## src/rtl/pc_stack_unit.sv

```systemverilog
// Program counter and return-address stack for the 4-bit CPU family.
// Advances once per instruction cycle, when the sequencer asserts step.
// The stack depth, the address width and the overflow/underflow policy are parameters.
//
// Ports:
//   cp2       in   clock; all state updates on the rising edge
//   reset     in   synchronous, active-high reset
//   step      in   instruction-cycle strobe; op and target are used only when it is high
//   op        in   0 HOLD, 1 INC, 2 JUMP, 3 JPAGE, 4 CALL, 5 RET, 6 SKIP, 7 INC
//   target    in   jump/call address; JPAGE uses only the low PAGE_W bits
//   clr_err   in   clears ovf/unf, independent of step
//   pc        out  current program counter
//   stack_top out  entry 0 (next return address); 0 when the stack is empty
//   level     out  number of occupied entries, 0..DEPTH
//   full      out  level == DEPTH
//   empty     out  level == 0
//   ovf       out  sticky: a CALL hit a full stack
//   unf       out  sticky: a RET hit an empty stack
module pc_stack_unit #(
    parameter int unsigned ADDR_W = 12,
    parameter int unsigned PAGE_W = 8,
    parameter int unsigned DEPTH  = 3,
    parameter int unsigned WRAP   = 1
) (
    input  logic                         cp2,
    input  logic                         reset,
    input  logic                         step,
    input  logic [2:0]                   op,
    input  logic [ADDR_W-1:0]            target,
    input  logic                         clr_err,
    output logic [ADDR_W-1:0]            pc,
    output logic [ADDR_W-1:0]            stack_top,
    output logic [$clog2(DEPTH+1)-1:0]   level,
    output logic                         full,
    output logic                         empty,
    output logic                         ovf,
    output logic                         unf
);

    localparam int unsigned LVL_W   = $clog2(DEPTH + 1);
    localparam bit          WRAP_EN = (WRAP != 0);

    localparam logic [2:0] OP_HOLD  = 3'd0;
    localparam logic [2:0] OP_INC   = 3'd1;
    localparam logic [2:0] OP_JUMP  = 3'd2;
    localparam logic [2:0] OP_JPAGE = 3'd3;
    localparam logic [2:0] OP_CALL  = 3'd4;
    localparam logic [2:0] OP_RET   = 3'd5;
    localparam logic [2:0] OP_SKIP  = 3'd6;
    localparam logic [2:0] OP_INC2  = 3'd7;

    logic [ADDR_W-1:0] stk_q   [DEPTH];
    logic [ADDR_W-1:0] stk_nxt [DEPTH];
    logic [ADDR_W-1:0] pc_nxt;
    logic [ADDR_W-1:0] pc_inc;
    logic [LVL_W-1:0]  level_nxt;
    logic              ovf_nxt;
    logic              unf_nxt;

    assign pc_inc    = pc + ADDR_W'(1);
    // Unoccupied entries are always 0, so entry 0 already reads 0 when the stack is empty.
    assign stack_top = stk_q[0];

    // Next-state decode for one instruction cycle.
    always_comb begin
        pc_nxt    = pc;
        stk_nxt   = stk_q;
        level_nxt = level;
        ovf_nxt   = ovf;
        unf_nxt   = unf;

        // Clear first so that a flag set on the same edge overrides the clear.
        if (clr_err) begin
            ovf_nxt = 1'b0;
            unf_nxt = 1'b0;
        end

        if (step) begin
            case (op)
                OP_HOLD:  pc_nxt = pc;
                OP_INC,
                OP_INC2:  pc_nxt = pc_inc;
                OP_SKIP:  pc_nxt = pc + ADDR_W'(2);
                OP_JUMP:  pc_nxt = target;
                OP_JPAGE: pc_nxt = {pc[ADDR_W-1:PAGE_W], target[PAGE_W-1:0]};
                OP_CALL: begin
                    if (!full || WRAP_EN) begin
                        // Push: the deepest entry falls off when the stack is already full.
                        for (int i = DEPTH - 1; i > 0; i--) begin
                            stk_nxt[i] = stk_q[i-1];
                        end
                        stk_nxt[0] = pc_inc;
                        pc_nxt     = target;
                        if (!full) begin
                            level_nxt = level + LVL_W'(1);
                        end
                    end else begin
                        pc_nxt = pc_inc;
                    end
                    if (full) begin
                        ovf_nxt = 1'b1;
                    end
                end
                OP_RET: begin
                    if (!empty || WRAP_EN) begin
                        // Pop: on an empty stack entry 0 is 0, so the PC goes to 0.
                        pc_nxt = stk_q[0];
                        for (int i = 0; i < DEPTH - 1; i++) begin
                            stk_nxt[i] = stk_q[i+1];
                        end
                        stk_nxt[DEPTH-1] = '0;
                        if (!empty) begin
                            level_nxt = level - LVL_W'(1);
                        end
                    end else begin
                        pc_nxt = pc_inc;
                    end
                    if (empty) begin
                        unf_nxt = 1'b1;
                    end
                end
                default:  pc_nxt = pc;
            endcase
        end
    end

    // State registers; full/empty are registered from the next level.
    always_ff @(posedge cp2) begin
        if (reset) begin
            pc    <= '0;
            stk_q <= '{default: '0};
            level <= '0;
            full  <= 1'b0;
            empty <= 1'b1;
            ovf   <= 1'b0;
            unf   <= 1'b0;
        end else begin
            pc    <= pc_nxt;
            stk_q <= stk_nxt;
            level <= level_nxt;
            full  <= (level_nxt == LVL_W'(DEPTH));
            empty <= (level_nxt == '0);
            ovf   <= ovf_nxt;
            unf   <= unf_nxt;
        end
    end

endmodule

```

## config.mk

```make
export PLATFORM = sky130hd
export DESIGN_NAME = pc_stack_unit
export DESIGN_NICKNAME = d
export VERILOG_FILES = /design/src/rtl/pc_stack_unit.sv
export SDC_FILE = /design/constraint.sdc
export NUM_CORES = 1
export LEC_CHECK = 0
export CAP_MARGIN = 20
export CORE_MARGIN = 4
export CORE_UTILIZATION = 49
export DETAILED_ROUTE_END_ITERATION = 8
export HOLD_SLACK_MARGIN = 0.05
export PLACE_DENSITY_LB_ADDON = 0.3
export SYNTH_ARGS = -nofsm -noshare
export SYNTH_HDL_FRONTEND = slang
export SYNTH_SLANG_ARGS = --single-unit
export TNS_END_PERCENT = 50
```

## constraint.sdc

```tcl
create_clock -name cp2 -period 1.65 [get_ports cp2]
set_clock_uncertainty 0.05 [all_clocks]
set_input_delay 0.33 -clock cp2 [delete_from_list [all_inputs] [get_ports cp2]]
set_output_delay 0.33 -clock cp2 [all_outputs]
set_load 0.005 [all_outputs]
```

==> impl_metrics.csv, run 1 <==
group,metric,value,unit
status,outcome,"finished, final reports clean",
setup_path,cp.depth,1,
drt,postRouteAntennaNets,0,
power,swShare,28.95,%
drt,drtIter0Drc,286,
clocking,cts_buffers,5,
power,internal_power,2.181,mW
clocking,h-tree-depth,2,
sta,worst_slew_pin_slew,0.3383,ns
drt,vias,3520,
sta,grt_setup_unrepaired,"true",
layout,layout.cells.non_filler,582,
yosys,syn_avg_cell_area,7.997,sq um
placement,dp_hpwl,7637,microns
yosys,async_reset_ff_share,0,%
clocking,cts_tree,"yes",
drt,drt-pass1-iter-count,5,
setup_path,worst-path-buf-inv,1,
clocking,clockBufferDepth,2,
yosys,synth_edf_count,0,
power,p_sw,888.6,uW
drt,vias_per_cell,6.048,
setup_path,critical_path.top_delay_family,"buffers and inverters",
clocking,insertion_delay,0.31,ns
die,die_width,88.90,microns
sta,drv_slew,0,
yosys,yosys_warnings,0,
layout,areaGrowthSynthToFinish,42.41,%
placement,dpl_cell_area,0.004177,sq mm
global_routing,grtUsageTotal,27.76,%
global_routing,grtUsageMet3,3.963,%
min_path,min_path_type,"flip-flop to flip-flop",
die,rows,29,
power,power,3.070,mW
sta,finalHoldViolCount,0,
layout,insertedDiodeCount,0,
sta,final-setup-viol-count,0,
drt,drc,0,
global_routing,grt_max_degree,31,
yosys,syn_inst,401,
setup_path,path_class,"flip-flop to primary output",
setup_path,crit_chain,"clkdlybuf4s50_1",
setup_path,cp_data_arrival_time,1.23,ns
power,ir_drop,0.4613,mV
die,die_area,0.007903,sq mm
setup_path,ff2ff_setup_slack,0.05,ns
yosys,synth_seq_cells,54,
placement,dp_cells,567,
placement,port_buffers,48,
power,p_comb_share,23.7,%
power,p_seq_share,45.6,%
global_routing,grt.overflow.total,0,
yosys,ys_seq_area_share,33.71,%
sta,timing.fmax,619.2,MHz
global_routing,busiest_layer,"met2",
drt,totalWireLength,10640,microns
placement,globalplace.congestion,0.8838,
setup_path,slowest_stage,"clkdlybuf4s50_1",
sta,finalCritPeriodShare,97.88,%
sta,hold_ws,0.4315,ns
setup_path,r2r_start,"pc[1]",
setup_path,r2r_end,"pc[4]",
yosys,ys_types,69,
clocking,cts-root-buf,"clkbuf_8",
setup_path,critPathMaxFanout,4,
layout,nNetsFinal,525,
layout,stdcell_area,0.004567,sq mm
setup_path,worstPathRequired,1.27,ns
setup_path,critPathLaunchType,"flip-flop",
clocking,clk_pin_slew,0.11,ns
drt,wl_per_cell,18.28,microns
power,power.density,672.2,mW/mm^2
setup_path,crit_start,"pc[11]",
setup_path,worstRegToRegCells,5,
die,initial_utilization,50.50,%
yosys,netlist_area,0.003207,sq mm
power,leakagePower,1.883,nW
global_routing,grt_pass1_vias,3474,
setup_path,cp-end-kind,"primary output",
setup_path,cpPeakStageDelay,0.52,ns
die,ios,49,
run,max_cap_violations,0,
global_routing,met2_usage,46.49,%
clocking,cts_sinks,54,
die,die_h,88.90,microns
global_routing,gr-usage-met1,36.38,%
sta,min_period,1.615,ns
yosys,synth_nets,422,
die,coreArea,0.006350,sq mm
sta,slew_headroom,77.45,%
layout,drive_gt1_share,32.28,%
yosys,ys.flop_type,"dfxtp_1",
setup_path,crit_path_end,"pc[11]",
global_routing,grt_pass1_wl,17080,microns
global_routing,antenna_found_initial,0,
power,power_frac_clock,30.7,%
-- layout by cell type, fill, tap and decap left out, types with 3 or more instances in the layout --
| cell | Yosys | final |
|---|---|---|
| buf_4 | 22 | 78 |
| nand2_1 | 47 | 46 |
| a21oi_1 | 42 | 42 |
| clkdlybuf4s50_1 | 0 | 34 |
| nor2_1 | 33 | 33 |
| dfxtp_1 | 54 | 28 |
| dfxtp_2 | 0 | 20 |
| o21ai_0 | 17 | 15 |
| o221ai_1 | 15 | 15 |
| dlygate4sd2_1 | 0 | 11 |
| and3_1 | 10 | 9 |
| buf_6 | 1 | 9 |
| inv_1 | 8 | 8 |
| nor3_1 | 10 | 8 |
| o21ai_1 | 5 | 7 |
| o22ai_1 | 6 | 6 |
| nand3_1 | 8 | 6 |
| xor2_1 | 9 | 6 |
| xnor2_2 | 0 | 6 |
| a22oi_1 | 6 | 6 |
| dfxtp_4 | 0 | 6 |
| clkbuf_8 | 0 | 5 |
| nor3_2 | 2 | 4 |
| nand2b_1 | 4 | 4 |
| a21o_1 | 3 | 3 |
| a211oi_1 | 5 | 3 |
| nand3_2 | 1 | 3 |
| a31oi_1 | 4 | 3 |
| xor2_2 | 0 | 3 |
| o211ai_1 | 3 | 3 |
| dlymetal6s2s_1 | 0 | 3 |
-- cell usage after synthesis (all sizes together) (2+ instances only) --
library cell | count | area [sq um]
xnor2 | 8 | 70.07
buf | 34 | 231.5
nor2b | 2 | 12.51
a32o | 2 | 20.02
ha | 2 | 25.02
a311oi | 2 | 17.52
o21a | 2 | 15.01
nor2 | 35 | 141.4
a211oi | 5 | 37.54
clkbuf | 9 | 33.78
mux2i | 2 | 20.02
inv | 10 | 40.04
a21o | 3 | 22.52
a21oi | 43 | 219.0
o211ai | 3 | 22.52
o31ai | 3 | 27.52
o221a | 2 | 22.52
dfxtp | 54 | 1081
nand2b | 5 | 33.78
o22ai | 6 | 37.54
a31oi | 4 | 25.02
nand3 | 9 | 50.05
nor4 | 2 | 12.51
o21ai | 22 | 110.1
nor3 | 12 | 70.07
o2111ai | 2 | 17.52
nand4 | 2 | 18.77
mux2 | 4 | 48.79
or3 | 2 | 12.51
and3 | 10 | 62.56
a22oi | 6 | 45.04
xor2 | 9 | 78.83
nand2 | 47 | 176.4
a221oi | 2 | 17.52
and2 | 3 | 18.77
o221ai | 15 | 131.4
a41oi | 2 | 17.52
-- worst min path at each step --
stage                   start         to  cells past startpoint
finish              stk_q[21]  stk_q[21]                      2
global route        stk_q[19]  stk_q[19]                      2
CTS                 stk_q[17]  stk_q[17]                      2
detailed placement  stk_q[23]  stk_q[23]                      2
global placement    stk_q[17]  stk_q[17]                      2
floorplan           stk_q[22]  stk_q[22]                      2
-- stage by stage --
step | worst slack (ns) | util [%] | setup TNS, ns
after floorplan | 0.03091 | - | 0
after CTS | -0.05701 | 69.46 | -0.05701
after global routing | -0.08314 | 71.92 | -0.2645
after global placement | -0.4515 | 65.77 | -17.82
final | 0.03504 | 71.92 | 0
after detailed placement | -0.4654 | 65.77 | -19.62
-- area by class of cell --
class / count / area [sq um]
multi-input combinational: 294 / 1974
fill: 500 / 1783
timing repair buffer: 139 / 1211
sequential: 54 / 1129
tap: 77 / 96.34
clock buffer: 5 / 68.82
clock inverter: 3 / 47.55
inverter: 10 / 40.04
-- power by group through the flow --
stage / combinational (mW) / clock [mW] / sequential, mW
floorplan: 0.339 / 0 / 1.41
global placement: 0.662 / 0 / 1.42
detailed placement: 0.670 / 0 / 1.42
CTS: 0.684 / 0.955 / 1.40
global route: 0.784 / 1.01 / 1.41
finish: 0.728 / 0.943 / 1.40
-- flip-flops by register name, indices dropped and copies added (netlist names) --
name and flops:
empty 1, full 1, stack_top 12, unf 1, pc 12, ovf 1
level 2, stk_q 24
-- logic make-up (layout without fill, tap and decap cells) --
group	after synthesis	in the layout	synth area share [%]
AND/OR/NAND/NOR	135	135	20.60
AO/OA/AOI/OAI	132	132	27.58
flip-flops	54	54	33.71
buffers and inverters	53	157	9.520
XOR/XNOR	17	17	4.643
multiplexers	7	7	2.848
adder cells (fa/ha/maj)	3	3	1.092
-- per-layer routing --
| layer | wire [microns] | up-vias |
|---|---|---|
| met4 | 224 | 0 |
| met1 | 4545 | 1692 |
| met3 | 617 | 22 |
| met2 | 5253 | 146 |
| li1 | - | 1660 |
| met5 | 0 | - |
-- timing repair --
item | in CTS | in global routing
cloned | 2 | 0
buffers inserted | 6 | 0
setup endpoints to repair | 58 | 31
hold endpoints to repair | 0 | 0
pin swaps | 4 | 5
gates resized for setup | 44 | 37
hold buffers | 0 | 0
(Power assumes the default switching activity.)
==> run 2: changes to the inputs <==
CORE_UTILIZATION = 51   (was 49)
CTS_BUF_LIST = sky130_fd_sc_hd__clkbuf_8   (was not set)
==> impl_metrics.csv, run 2 (same netlist as run 1, synthesis figures left out) <==
group,metric,value,unit
drt,drtIter0Drc,286,
die,die_h,87.30,microns
setup_path,cpPeakStageDelay,0.52,ns
setup_path,r2r_start,"pc[1]",
layout,final_core_util,73.90,%
global_routing,grtUsageTotal,27.48,%
sta,hold_ws,0.4202,ns
status,outcome,"finished, final reports clean",
layout,insertedDiodeCount,0,
layout,drive_gt1_share,30.43,%
clocking,cts-root-buf,"clkbuf_8",
global_routing,grt.overflow.total,0,
clocking,insertion_delay,0.31,ns
drt,vias,3455,
run,max_cap_violations,0,
die,coreArea,0.006026,sq mm
layout,fill_cells,469,
die,die_width,87.30,microns
layout,largest_register_ffs,24,
setup_path,path_class,"flip-flop to primary output",
drt,postRouteAntennaNets,0,
drt,vias_per_cell,6.083,
layout,final_common_cell,"buf_4",
power,ir_drop,0.3993,mV
placement,dp_hpwl,7397,microns
die,rows,28,
die,initial_utilization,53.22,%
power,leakagePower,1.791,nW
sta,final-setup-viol-count,0,
setup_path,critPathMaxFanout,4,
setup_path,critical_path.top_delay_family,"buffers and inverters",
setup_path,worst-path-buf-inv,1,
setup_path,crit_start,"stack_top[3]",
setup_path,worstPathRequired,1.27,ns
layout,nNetsFinal,514,
placement,port_buffers,48,
sta,drv_slew,0,
placement,globalplace.congestion,0.9057,
setup_path,critPathLaunchType,"flip-flop",
clocking,cts_tree,"yes",
layout,areaGrowthSynthToFinish,38.86,%
layout,final_cell_mix,"buf_4 (65), nand2_1 (44), a21oi_1 (42)",
setup_path,cp-end-kind,"primary output",
sta,timing.fmax,617.6,MHz
setup_path,slowest_stage,"clkdlybuf4s50_1",
drt,drt-pass1-iter-count,5,
power,power.density,646.1,mW/mm^2
sta,slew_headroom,74.35,%
drt,drc,0,
clocking,clk_pin_slew,0.10,ns
sta,finalCritPeriodShare,98.13,%
setup_path,crit_path_end,"stack_top[3]",
sta,worst_slew_pin_slew,0.3818,ns
layout,top_register,"stk_q",
setup_path,ff2ff_setup_slack,0.03,ns
sta,grt_setup_unrepaired,"true",
drt,wl_per_cell,18.14,microns
setup_path,cp.depth,1,
die,ios,49,
setup_path,worstRegToRegCells,6,
global_routing,antenna_found_initial,0,
global_routing,grt_max_degree,23,
clocking,clockBufferDepth,2,
global_routing,grt_pass1_vias,3328,
setup_path,r2r_end,"stack_top[6]",
global_routing,grt_pass1_wl,16420,microns
setup_path,crit_chain,"clkdlybuf4s50_1",
min_path,min_path_type,"flip-flop to flip-flop",
sta,finalHoldViolCount,0,
setup_path,cp_data_arrival_time,1.24,ns
sta,min_period,1.619,ns
drt,totalWireLength,10310,microns
clocking,cts_buffers,5,
clocking,cts_sinks,54,
die,die_area,0.007620,sq mm
clocking,h-tree-depth,2,
## run 2: how the worst min path moves through the flow
| stage | slack [ns] | end | start | cells past startpoint |
|---|---|---|---|---|
| 2_1_floorplan | 0.39 | stk_q[22] | stk_q[22] | 2 |
| 3_3_place_gp | 0.40 | stk_q[22] | stk_q[22] | 2 |
| 3_5_place_dp | 0.41 | stk_q[22] | stk_q[22] | 2 |
| 4_1_cts | 0.42 | stk_q[22] | stk_q[22] | 2 |
| 5_1_grt | 0.45 | stk_q[17] | stk_q[17] | 2 |
| 6_report | 0.42 | stk_q[22] | stk_q[22] | 2 |
## run 2: power breakdown
group / switching, mW / internal, mW
clock network: 0.463 / 0.291
registers: 0.0430 / 1.35
logic: 0.360 / 0.372
total: 0.866 / 2.01
## run 2: repair_timing
| item | 4_1_cts | 5_1_grt |
|---|---|---|
| endpoints found under the setup margin | 69 | 31 |
| hold endpoints to repair | 0 | 0 |
| pin swaps | 2 | 3 |
| hold buffers | 0 | 0 |
| buffers inserted | 7 | 0 |
| gates resized for setup | 49 | 29 |
## run 2: area by class of cell
cell class	instances	area [sq um]	area share [%]
timing repair buffer	128	1189	26.69
tap	75	93.84	2.107
clock inverter	2	15.01	0.3372
inverter	10	40.04	0.8991
clock buffer	5	68.82	1.545
multi-input combinational	294	1926	43.24
sequential	54	1121	25.18
## run 2: routing by layer
layer  vias up  GRT usage (%)  routed length, microns
met2       140          45.00                    5018
met1      1658          36.14                    4376
met5         -              0                       0
met4         0          9.623                     206
met3        19          5.014                     704
li1       1638              -                       -
## run 2: stage by stage
stage	power, mW	cell area (sq um)	instances	TNS [ns]	setup slack [ns]
after floorplan	1.753	3209	401	0	0.03091
after global placement	2.077	4154	554	-20.54	-0.4872
after detailed placement	2.091	4154	554	-22.20	-0.5358
after CTS	2.849	4374	568	-0.05352	-0.05296
after global routing	2.988	4453	568	-0.09342	-0.02345
final	2.877	4453	568	0	0.03093
